--- src/rtl/sound_ctrl.sv ---
// sound_ctrl: BattleZone sound-port controller.
// Decodes the CPU sound latch into generator enables and one-shot triggers,
// mixes the three voices with saturation and applies a click-free master
// gain driven by a four-state mute machine. All audio work advances on
// clk_3MHz_en ticks.
// Optional feature macro: SOUND_CTRL_RAMP_EN (gradual ramp with RAMP_DIV
// ticks per gain step). Undefined: gain jumps 0 <-> 256 in one tick.
module sound_ctrl #(
    parameter int RAMP_DIV = 48
) (
    input  logic        clk,
    input  logic        rst,
    input  logic        clk_3MHz_en,
    input  logic        cpu_wr,
    input  logic [7:0]  cpu_data,
    input  logic [15:0] engine_in,
    input  logic [15:0] shell_in,
    input  logic [15:0] expl_in,
    output logic        motor_en,
    output logic        engine_rev_en,
    output logic        shell_trig,
    output logic        expl_trig,
    output logic        shell_loud,
    output logic        expl_loud,
    output logic [15:0] out,
    output logic [1:0]  state,
    output logic        busy
);

    typedef enum logic [1:0] {
        MUTED     = 2'd0,
        RAMP_UP   = 2'd1,
        ACTIVE    = 2'd2,
        RAMP_DOWN = 2'd3
    } state_t;

    localparam logic [8:0] GAIN_MAX = 9'd256;

`ifdef SOUND_CTRL_RAMP_EN
    localparam logic [8:0] STEP     = 9'd1;
    localparam logic [7:0] DIV_LAST = 8'(RAMP_DIV - 1);
`else
    localparam logic [8:0] STEP     = 9'd256;
`endif

    // Reject divider values the 8-bit counter cannot represent.
    if (RAMP_DIV < 1 || RAMP_DIV > 255) begin : g_bad_ramp_div
        $error("sound_ctrl: RAMP_DIV must be in 1..255");
    end

    // Clamp a three-voice sum into the 16-bit sample range.
    function automatic logic [15:0] sat_sum(input logic [17:0] s);
        return (s > 18'h0FFFF) ? 16'hFFFF : s[15:0];
    endfunction

    // Scale a sample by gain/256; gain 256 is unity.
    function automatic logic [15:0] apply_gain(input logic [15:0] x, input logic [8:0] g);
        logic [24:0] p;
        p = {9'd0, x} * {16'd0, g};
        return p[23:8];
    endfunction

    // Gain increment that stops at unity instead of wrapping.
    function automatic logic [8:0] gain_up(input logic [8:0] g);
        logic [9:0] t;
        t = {1'b0, g} + {1'b0, STEP};
        return (t > {1'b0, GAIN_MAX}) ? GAIN_MAX : t[8:0];
    endfunction

    // Gain decrement that stops at zero instead of wrapping.
    function automatic logic [8:0] gain_down(input logic [8:0] g);
        return (g > STEP) ? (g - STEP) : 9'd0;
    endfunction

    logic [7:0] latch;
    logic [7:0] latch_n;
    logic       shell_pend;
    logic       expl_pend;
    logic       shell_rise;
    logic       expl_rise;

    assign latch_n    = cpu_wr ? cpu_data : latch;
    assign shell_rise = cpu_wr & cpu_data[2] & ~latch[2];
    assign expl_rise  = cpu_wr & cpu_data[0] & ~latch[0];

    // Sound latch and level outputs, decoded from the incoming write so they
    // appear one clk after it.
    always_ff @(posedge clk) begin
        if (rst) begin
            latch         <= 8'd0;
            motor_en      <= 1'b0;
            engine_rev_en <= 1'b0;
            shell_loud    <= 1'b0;
            expl_loud     <= 1'b0;
        end else begin
            latch         <= latch_n;
            motor_en      <= latch_n[7] & latch_n[5];
            engine_rev_en <= latch_n[4] & latch_n[5];
            shell_loud    <= latch_n[3];
            expl_loud     <= latch_n[1];
        end
    end

    // Pending one-shot flags: set on a rising latch bit, consumed by the next tick.
    always_ff @(posedge clk) begin
        if (rst) begin
            shell_pend <= 1'b0;
            expl_pend  <= 1'b0;
        end else begin
            shell_pend <= (shell_pend & ~clk_3MHz_en) | shell_rise;
            expl_pend  <= (expl_pend & ~clk_3MHz_en) | expl_rise;
        end
    end

    // Triggers coincide with the tick; reset suppresses an edge still pending.
    assign shell_trig = shell_pend & clk_3MHz_en & ~rst;
    assign expl_trig  = expl_pend & clk_3MHz_en & ~rst;

    state_t     state_q;
    state_t     state_n;
    logic [8:0] gain_q;
    logic [8:0] gain_n;
    logic       step_now;
`ifdef SOUND_CTRL_RAMP_EN
    logic [7:0] div_q;
    logic [7:0] div_n;
`endif

    // Mute state machine next-state and gain; only ticks move it.
    always_comb begin
        state_n = state_q;
        gain_n  = gain_q;
`ifdef SOUND_CTRL_RAMP_EN
        div_n    = div_q;
        step_now = (div_q == DIV_LAST);
`else
        step_now = 1'b1;
`endif
        if (clk_3MHz_en) begin
            case (state_q)
                MUTED: begin
                    gain_n = 9'd0;
                    if (latch[5]) state_n = RAMP_UP;
                end
                RAMP_UP: begin
                    if (!latch[5]) begin
                        state_n = RAMP_DOWN;
                    end else if (step_now) begin
                        gain_n = gain_up(gain_q);
                        if (gain_n == GAIN_MAX) state_n = ACTIVE;
                    end
                end
                ACTIVE: begin
                    gain_n = GAIN_MAX;
                    if (!latch[5]) state_n = RAMP_DOWN;
                end
                RAMP_DOWN: begin
                    if (latch[5]) begin
                        state_n = RAMP_UP;
                    end else if (step_now) begin
                        gain_n = gain_down(gain_q);
                        if (gain_n == 9'd0) state_n = MUTED;
                    end
                end
                default: begin
                    state_n = MUTED;
                    gain_n  = 9'd0;
                end
            endcase
`ifdef SOUND_CTRL_RAMP_EN
            // Every state change restarts the step divider.
            if (state_n != state_q)
                div_n = 8'd0;
            else if (state_q == RAMP_UP || state_q == RAMP_DOWN)
                div_n = step_now ? 8'd0 : 8'(div_q + 8'd1);
            else
                div_n = 8'd0;
`endif
        end
    end

    // Mute state machine register.
    always_ff @(posedge clk) begin
        if (rst) begin
            state_q <= MUTED;
            gain_q  <= 9'd0;
`ifdef SOUND_CTRL_RAMP_EN
            div_q   <= 8'd0;
`endif
        end else begin
            state_q <= state_n;
            gain_q  <= gain_n;
`ifdef SOUND_CTRL_RAMP_EN
            div_q   <= div_n;
`endif
        end
    end

    assign state = state_q;
    assign busy  = (state_q == RAMP_UP) || (state_q == RAMP_DOWN);

    // ---- stage p0: raw three-voice sum ----
    logic [17:0] sum_p0;
    assign sum_p0 = {2'b00, engine_in} + {2'b00, shell_in} + {2'b00, expl_in};

    // ---- stage p1: saturated sum ----
    logic [15:0] sat_p1;
    logic        vld_p1;

    // Saturated-sum register, advanced on ticks.
    always_ff @(posedge clk) begin
        if (clk_3MHz_en) sat_p1 <= sat_sum(sum_p0);
    end

    // Marks that sat_p1 holds a sampled value since reset.
    always_ff @(posedge clk) begin
        if (rst)              vld_p1 <= 1'b0;
        else if (clk_3MHz_en) vld_p1 <= 1'b1;
    end

    // ---- stage p2: gained output ----
    logic [15:0] out_p2;

    // Output register: apply master gain on ticks, hold between them.
    always_ff @(posedge clk) begin
        if (rst)              out_p2 <= 16'd0;
        else if (clk_3MHz_en) out_p2 <= vld_p1 ? apply_gain(sat_p1, gain_q) : 16'd0;
    end

    assign out = out_p2;

endmodule

--- config.mk ---
export PLATFORM = sky130hd
export DESIGN_NAME = sound_ctrl
export DESIGN_NICKNAME = d
export VERILOG_FILES = /design/src/rtl/sound_ctrl.sv
export SDC_FILE = /design/constraint.sdc
export NUM_CORES = 1
export LEC_CHECK = 0
export CAP_MARGIN = 20
export CORE_ASPECT_RATIO = 1.5
export CORE_UTILIZATION = 55
export CTS_BUF_LIST = sky130_fd_sc_hd__clkbuf_2 sky130_fd_sc_hd__clkbuf_4 sky130_fd_sc_hd__clkbuf_8
export CTS_CLUSTER_SIZE = 24
export DETAILED_ROUTE_END_ITERATION = 12
export MAX_ROUTING_LAYER = met4
export PLACE_DENSITY_LB_ADDON = 0.15
export SLEW_MARGIN = 25
export SYNTH_ARGS = -nofsm -noshare
export SYNTH_HDL_FRONTEND = slang
export SYNTH_SLANG_ARGS = --single-unit
--- constraint.sdc ---
create_clock -name clk -period 7.3 [get_ports clk]
set_clock_uncertainty 0.1 [all_clocks]
set_input_delay 1.095 -clock clk [delete_from_list [all_inputs] [get_ports clk]]
set_output_delay 1.095 -clock clk [all_outputs]
set_load 0.01 [all_outputs]
==> summary.txt, run 1 <==
Ys Warns: 0
Sw power: 283.7 uW
Maximum VDD drop: 0.09850 mV
Largest net degree at the start of global routing: 31
Synth Area in Simple Gates: 0.1798
Worst min path class: reg -> reg
H-tree depth: 2
Antenna violations before repair: 0
Post-DR wirelength/cell: 14.35 um
CORE AREA: 12,950 um^2
GRT Total Usage: 0.2365
Clock power frac: 0.251
Die width: 95.93 um
Logic pwr share: 0.286
Final wirelength: 14,600 um
Largest family of logic cells by synthesized area: adder cells
Worst Path Required: 7440 ps
Sequential power share: 0.463
Final min period: 5240 ps
Most frequent cells in the layout: inv_1 (123), fa_1 (114), nand2_1 (96)
Drt drc: 0
Hold-critical path depth: 2
CP endpoint kind: register
FF+latch count, synth: 55
Final hold violation count: 0
WP data arrival: 5370 ps
Fmax: 190.9 MHz
Vias/cell: 5.422
CTS tree: yes
CTS sink cnt: 55
Period utilization: 0.7178
Worst rel slew slack: 0.4692
Compound-gate portion of the synthesized area: 0.1026
Inserted Diodes: 0
Final core utilization: 0.6426
Starting Density: 0.5619
FILL cells: 1,097
Vias in the first global route: 5,816
Max Slew Vio Count: 0
Top FF cell, synth: dfxtp_1
R2R Path Start: gain_q[2]
Most common cell after layout, fill and taps aside: inv_1
Max-Cap Viols: 0
Worst-margin pin slew: 780.8 ps
Share of cells above drive strength 1: 0.02098
Mux share of post-synthesis cell area: 0.01564
# IOs: 85
Unrepaired setup endpoints after global routing: false
First-pass GRT wire length: 24,830 um
PortBufs: 83
Synth-to-Final Area Change: 14.37%
Distinct cells, synth: 50
Die area: 13,710 um^2
Startpoint types: register
XOR/XNOR Fraction of Synth Area: 0.03490
FF-to-FF setup slack: 2060 ps
Initial DRC Count: 188
Int Pwr: 571.6 uW
DR pass1 iterations: 4
Root buf cell: clkbuf_8
Leakage: 3.980 nW
Syn avg cell area: 9.190 um^2
Die Y: 142.9 um
Setup TNS: 0 ps
Post-synth EDFFs: 16
Cells resized by post-CTS repair: 0
RD Place Congestion: 0.8277
Worst setup path class: reg -> reg
Post-CTS Setup Bufs: 0
Hold Buf Count CTS: 0
Via count: 5,514
Status: finished, final reports clean
Power Total: 855.4 uW
Pwr Density: 102.8 nW/um^2
Final ANT Viol Nets: 0
Sequential area share after synthesis: 0.1733
Row cnt: 51
Hold Path Sink: out[3]
Crit-path max FO: 18
Worst-Skew Late Latency: 320 ps
Synthesized net count: 1,025
Gate Count Post-Synth: 792
TritonCTS Buffers: 5
Worst hold slack: 363.3 ps
Final setup violation count: 0
Sw frac: 0.3317
Final net count: 1,090
Clock slew at reported path FFs: 100 ps
Worst r2r dst: out[14]
Reg2reg path depth: 16
Adder-Cell Fraction of Synth Area: 0.4150
Critical hold path startpoint: out[3]
Dpl hpwl: 12,290 um
Total gr overflow: 0
Mapped cell area: 7278 um^2
Clock buffer depth: 2
Async S/R FF share, synth: 0
-- area by class of cell --
| class | count | area (um^2) | area share |
|---|---|---|---|
| Clock buffer | 6 | 76.32 | 0.009169 |
| Tap cell | 159 | 198.9 | 0.02390 |
| Multi-Input combinational cell | 587 | 5444 | 0.6540 |
| Clock inverter | 2 | 36.28 | 0.004359 |
| Sequential cell | 55 | 1261 | 0.1515 |
| Inverter | 123 | 461.7 | 0.05546 |
| Timing Repair Buffer | 85 | 845.8 | 0.1016 |
-- flip-flops by register name, indices dropped and copies added, names as in the netlist --
register and flops:
shell_pend 1, gain_q 9, state 2, motor_en 1, out 16, latch 7, engine_rev_en 1, vld_p1 1
sat_p1 16, expl_pend 1
-- power groups by stage --
stage	Combinational, mW	Clock, mW	Sequential [mW]
2_1_floorplan	0.177	0	0.375
3_3_place_gp	0.234	0	0.402
3_5_place_dp	0.244	0	0.402
4_1_cts	0.245	0.219	0.395
5_1_grt	0.272	0.229	0.401
6_report	0.245	0.214	0.396
-- routing by layer --
metal | global-route usage | wire length, um | vias up
li1 | - | - | 2653
met1 | 0.2543 | 5602 | 2687
met2 | 0.4455 | 8152 | 151
met3 | 0.01917 | 601 | 23
met4 | 0.08013 | 240 | 0
met5 | - | 0 | -
-- Yosys cell counts (2+ instances only) --
cell        n  area [um^2]
inv_1     123        461.7
fa_1      114         2282
nand2_1    96        360.4
and2_1     88        550.5
ha_1       59        738.2
dfxtp_1    39        780.8
o21ai_0    35        175.2
a21oi_1    33        165.2
nor2_1     26        97.59
clkbuf_1   22        82.58
edfxtp_1   16        480.5
xor2_1     15        131.4
xnor2_1    14        122.6
a21o_1     12        90.09
mux2i_1    10        100.1
nand2b_1   10        62.56
a211oi_1    7        52.55
nand4_1     6        37.54
a31oi_1     5        31.28
nand3_1     5        25.02
nor3_1      5        25.02
o211ai_1    5        37.54
and3_1      4        25.02
nor2b_1     4        25.02
o21bai_1    4        30.03
nor3b_1     3        22.52
a211o_1     2        17.52
a211oi_2    2        25.02
and4_1      2        17.52
buf_1       2        7.510
buf_2       2        10.01
nand3b_1    2        15.01
nand4b_1    2        17.52
nor4_1      2        12.51
-- critical path, stage by stage (launching register included) --
cell and delay (ps):
dfxtp_1 780, nand2_1 190, fa_1 570, inv_1 50
fa_1 460, ha_1 290, inv_1 50, fa_1 520
inv_1 40, ha_1 290, and4_1 210, a41oi_2 310
a21oi_1 200, a211oi_1 540, o21ai_0 220, xnor2_1 160
o21ai_0 160
-- cell families after synthesis --
logic type	count (synthesis)
AOI/OAI and AO/OA	117
and+or+nand+nor	257
buffers and inverters	150
muxes	11
adders and majority gates	173
xor gates and xnor gates	29
DFF	55
-- metrics by stage --
stage	setup WS, ps	cell area, um^2	std cells
floorplan	2555	7278	792
global placement	2212	8212	1009
detailed placement	2089	8212	1009
CTS	2069	8324	1017
global route	1760	8324	1017
finish	2060	8324	1017
-- worst max-delay path by stage --
stage / from / end / slack (ps) / cells after the start
after floorplan: gain_q[2] / out[13] / 2560 / 18
after global placement: gain_q[2] / out[14] / 2210 / 16
after detailed placement: gain_q[2] / out[14] / 2090 / 16
after CTS: gain_q[2] / out[14] / 2070 / 16
after global routing: gain_q[2] / out[14] / 1760 / 16
final: gain_q[2] / out[14] / 2060 / 16
Note: power is estimated with default switching activity, not from simulation.
==> run 2: changes to the inputs <==
==> constraint.sdc (replaced) <==
create_clock -name clk -period 5.1 [get_ports clk]
set_clock_uncertainty 0.1 [all_clocks]
set_input_delay 0.765 -clock clk [delete_from_list [all_inputs] [get_ports clk]]
set_output_delay 0.765 -clock clk [all_outputs]
set_load 0.01 [all_outputs]
==> summary.txt, run 2 (synthesis results as in run 1) <==
TritonCTS Buffers: 5 (unchanged)
Status: finished, final reports clean (unchanged)
Max-Cap Viols: 0 (unchanged)
Final hold violation count: 0 (unchanged)
CP max stage delay: 580 ps (was 780 ps)
Root buf cell: clkbuf_8 (unchanged)
Die width: 95.93 um (unchanged)
Unrepaired setup endpoints after global routing: false (unchanged)
PortBufs: 83 (unchanged)
Worst rel slew slack: 0.5056 (was 0.4692)
CORE AREA: 12,950 um^2 (unchanged)
Drt drc: 0 (unchanged)
Clock slew at reported path FFs: 100 ps (about the same)
Total gr overflow: 0 (unchanged)
H-tree depth: 2 (unchanged)
CP endpoint kind: register (unchanged)
R2R Path Start: sat_p1[4] (was gain_q[2])
Worst hold slack: 363.9 ps (was 363.3 ps)
Synth-to-Final Area Change: 15.94% (was 14.37%)
Row cnt: 51 (unchanged)
Final ANT Viol Nets: 0 (unchanged)
CTS tree: yes (unchanged)
Pwr Density: 140.3 nW/um^2 (was 102.8 nW/um^2)
Worst min path class: reg -> reg (unchanged)
Final core utilization: 0.6514 (was 0.6426)
Most frequent cells in the layout: inv_1 (123), fa_1 (114), nand2_1 (96) (unchanged)
Initial DRC Count: 237 (was 188)
Post-DR wirelength/cell: 14.85 um (was 14.35 um)
Hold Path Sink: out[14] (was out[3])
# IOs: 85 (unchanged)
Final net count: 1,104 (was 1,090)
Largest net degree at the start of global routing: 30 (was 31)
Maximum VDD drop: 0.1032 mV (was 0.09850 mV)
Period utilization: 0.9552 (was 0.7178)
Worst setup path class: reg -> reg (unchanged)
Crit path max-delay family: adder cells (unchanged)
FF-to-FF setup slack: 230 ps (was 2060 ps)
Leakage: 4.047 nW (was 3.980 nW)
GRT Total Usage: 0.2505 (was 0.2365)
Dpl hpwl: 12,820 um (was 12,290 um)
Final min period: 4871 ps (was 5240 ps)
Worst r2r dst: out[7] (was out[14])
Vias in the first global route: 6,024 (was 5,816)
CP cell instances: and2_1 > fa_1 > fa_1 > fa_1 > inv_1 > fa_1 > inv_1 > ha_1 > a41o_1 > a21oi_1 > o211ai_1 > and3_1 > a21boi_0 > xor2_1 > o21ai_0 (was nand2_1 > fa_1 > inv_1 > fa_1 > ha_1 > inv_1 > fa_1 > inv_1 > ha_1 > and4_1 > a41oi_2 > a21oi_1 > a211oi_1 > o21ai_0 > xnor2_1 > o21ai_0)
Setup TNS: 0 ps (unchanged)
WP data arrival: 4980 ps (was 5370 ps)
Antenna violations before repair: 0 (unchanged)
Worst path slowest cell: fa_1 (was dfxtp_1)
Power Total: 1.184 mW (was 855.4 uW)
CTS sink cnt: 55 (unchanged)
Via count: 5,665 (was 5,514)
Worst Path Required: 5210 ps (was 7440 ps)
Hold-critical path depth: 2 (unchanged)
Worst-margin pin slew: 738.9 ps (was 780.8 ps)
DR pass1 iterations: 5 (was 4)
Top cell by count, worst path: fa_1
Max Slew Vio Count: 0 (unchanged)
RD Place Congestion: 0.8409 (was 0.8277)
Final wirelength: 15,310 um (was 14,600 um)
Fmax: 205.3 MHz (was 190.9 MHz)
Critical hold path startpoint: out[14] (was out[3])
Vias/cell: 5.495 (was 5.422)
Reg2reg path depth: 15 (was 16)
Die Y: 142.9 um (unchanged)
First-pass GRT wire length: 26,120 um (was 24,830 um)
Share of cells above drive strength 1: 0.04702 (was 0.02098)
Critical path buffer and inverter count: 2 (was 3)
Inserted Diodes: 0 (unchanged)
Final setup violation count: 0 (unchanged)
Startpoint types: register (unchanged)
Most common cell after layout, fill and taps aside: inv_1 (unchanged)
Starting Density: 0.5619 (unchanged)
Crit-path max FO: 9 (was 18)
Clock buffer depth: 2 (unchanged)
Hold Buf Count CTS: 0 (unchanged)
Die area: 13,710 um^2 (unchanged)
Worst-Skew Late Latency: 320 ps (about the same)
-- run 2: power breakdown --
group          internal (mW)  switching, mW
logic                  0.174          0.184
clock network          0.102          0.154
registers              0.497         0.0735
total                  0.772          0.411
-- run 2: through the flow --
stage,setup slack (ps),cells,instance area [um^2]
4_1_cts,78.18,1030,8411
3_3_place_gp,218.9,1022,8322
5_1_grt,10.92,1031,8438
2_1_floorplan,355.3,792,7278
3_5_place_dp,102.7,1022,8322
6_report,228.7,1031,8438
-- run 2: tightest hold or removal path: stages, from the launching register on --
cell,delay (ps)
dfxtp_1,320
nand2_1,40
o21ai_0,60
-- run 2: routing by layer --
layer | GRT usage | wire length [um]
met5 | - | 0
met4 | 0.1053 | 446
met3 | 0.02236 | 507
met2 | 0.4669 | 8499
met1 | 0.2636 | 5854
-- run 2: cell type report --
cell class              instances  area (um^2)
multi-input cells             587         5455
inverters                     123        461.7
fillers                      1091         4516
clock inverters                 2        12.51
flip-flops and latches         55         1270
repair buffers                 99        963.4
well taps                     159        198.9
clock buffers                   6        76.32
-- run 2: what timing repair did --
action	4_1_cts	5_1_grt
resized for setup	0	9
buffers inserted	0	1
setup endpoints to repair	0	7
-- run 2: how the worst max path moves through the flow --
stage	slack (ps)	cells past startpoint	to	startpoint
after global routing	10	16	out[10]	sat_p1[2]
after CTS	80	18	out[15]	gain_q[8]
after floorplan	360	18	out[13]	gain_q[2]
after global placement	220	18	out[15]	gain_q[8]
after detailed placement	100	18	out[15]	gain_q[8]
final	230	15	out[7]	sat_p1[4]
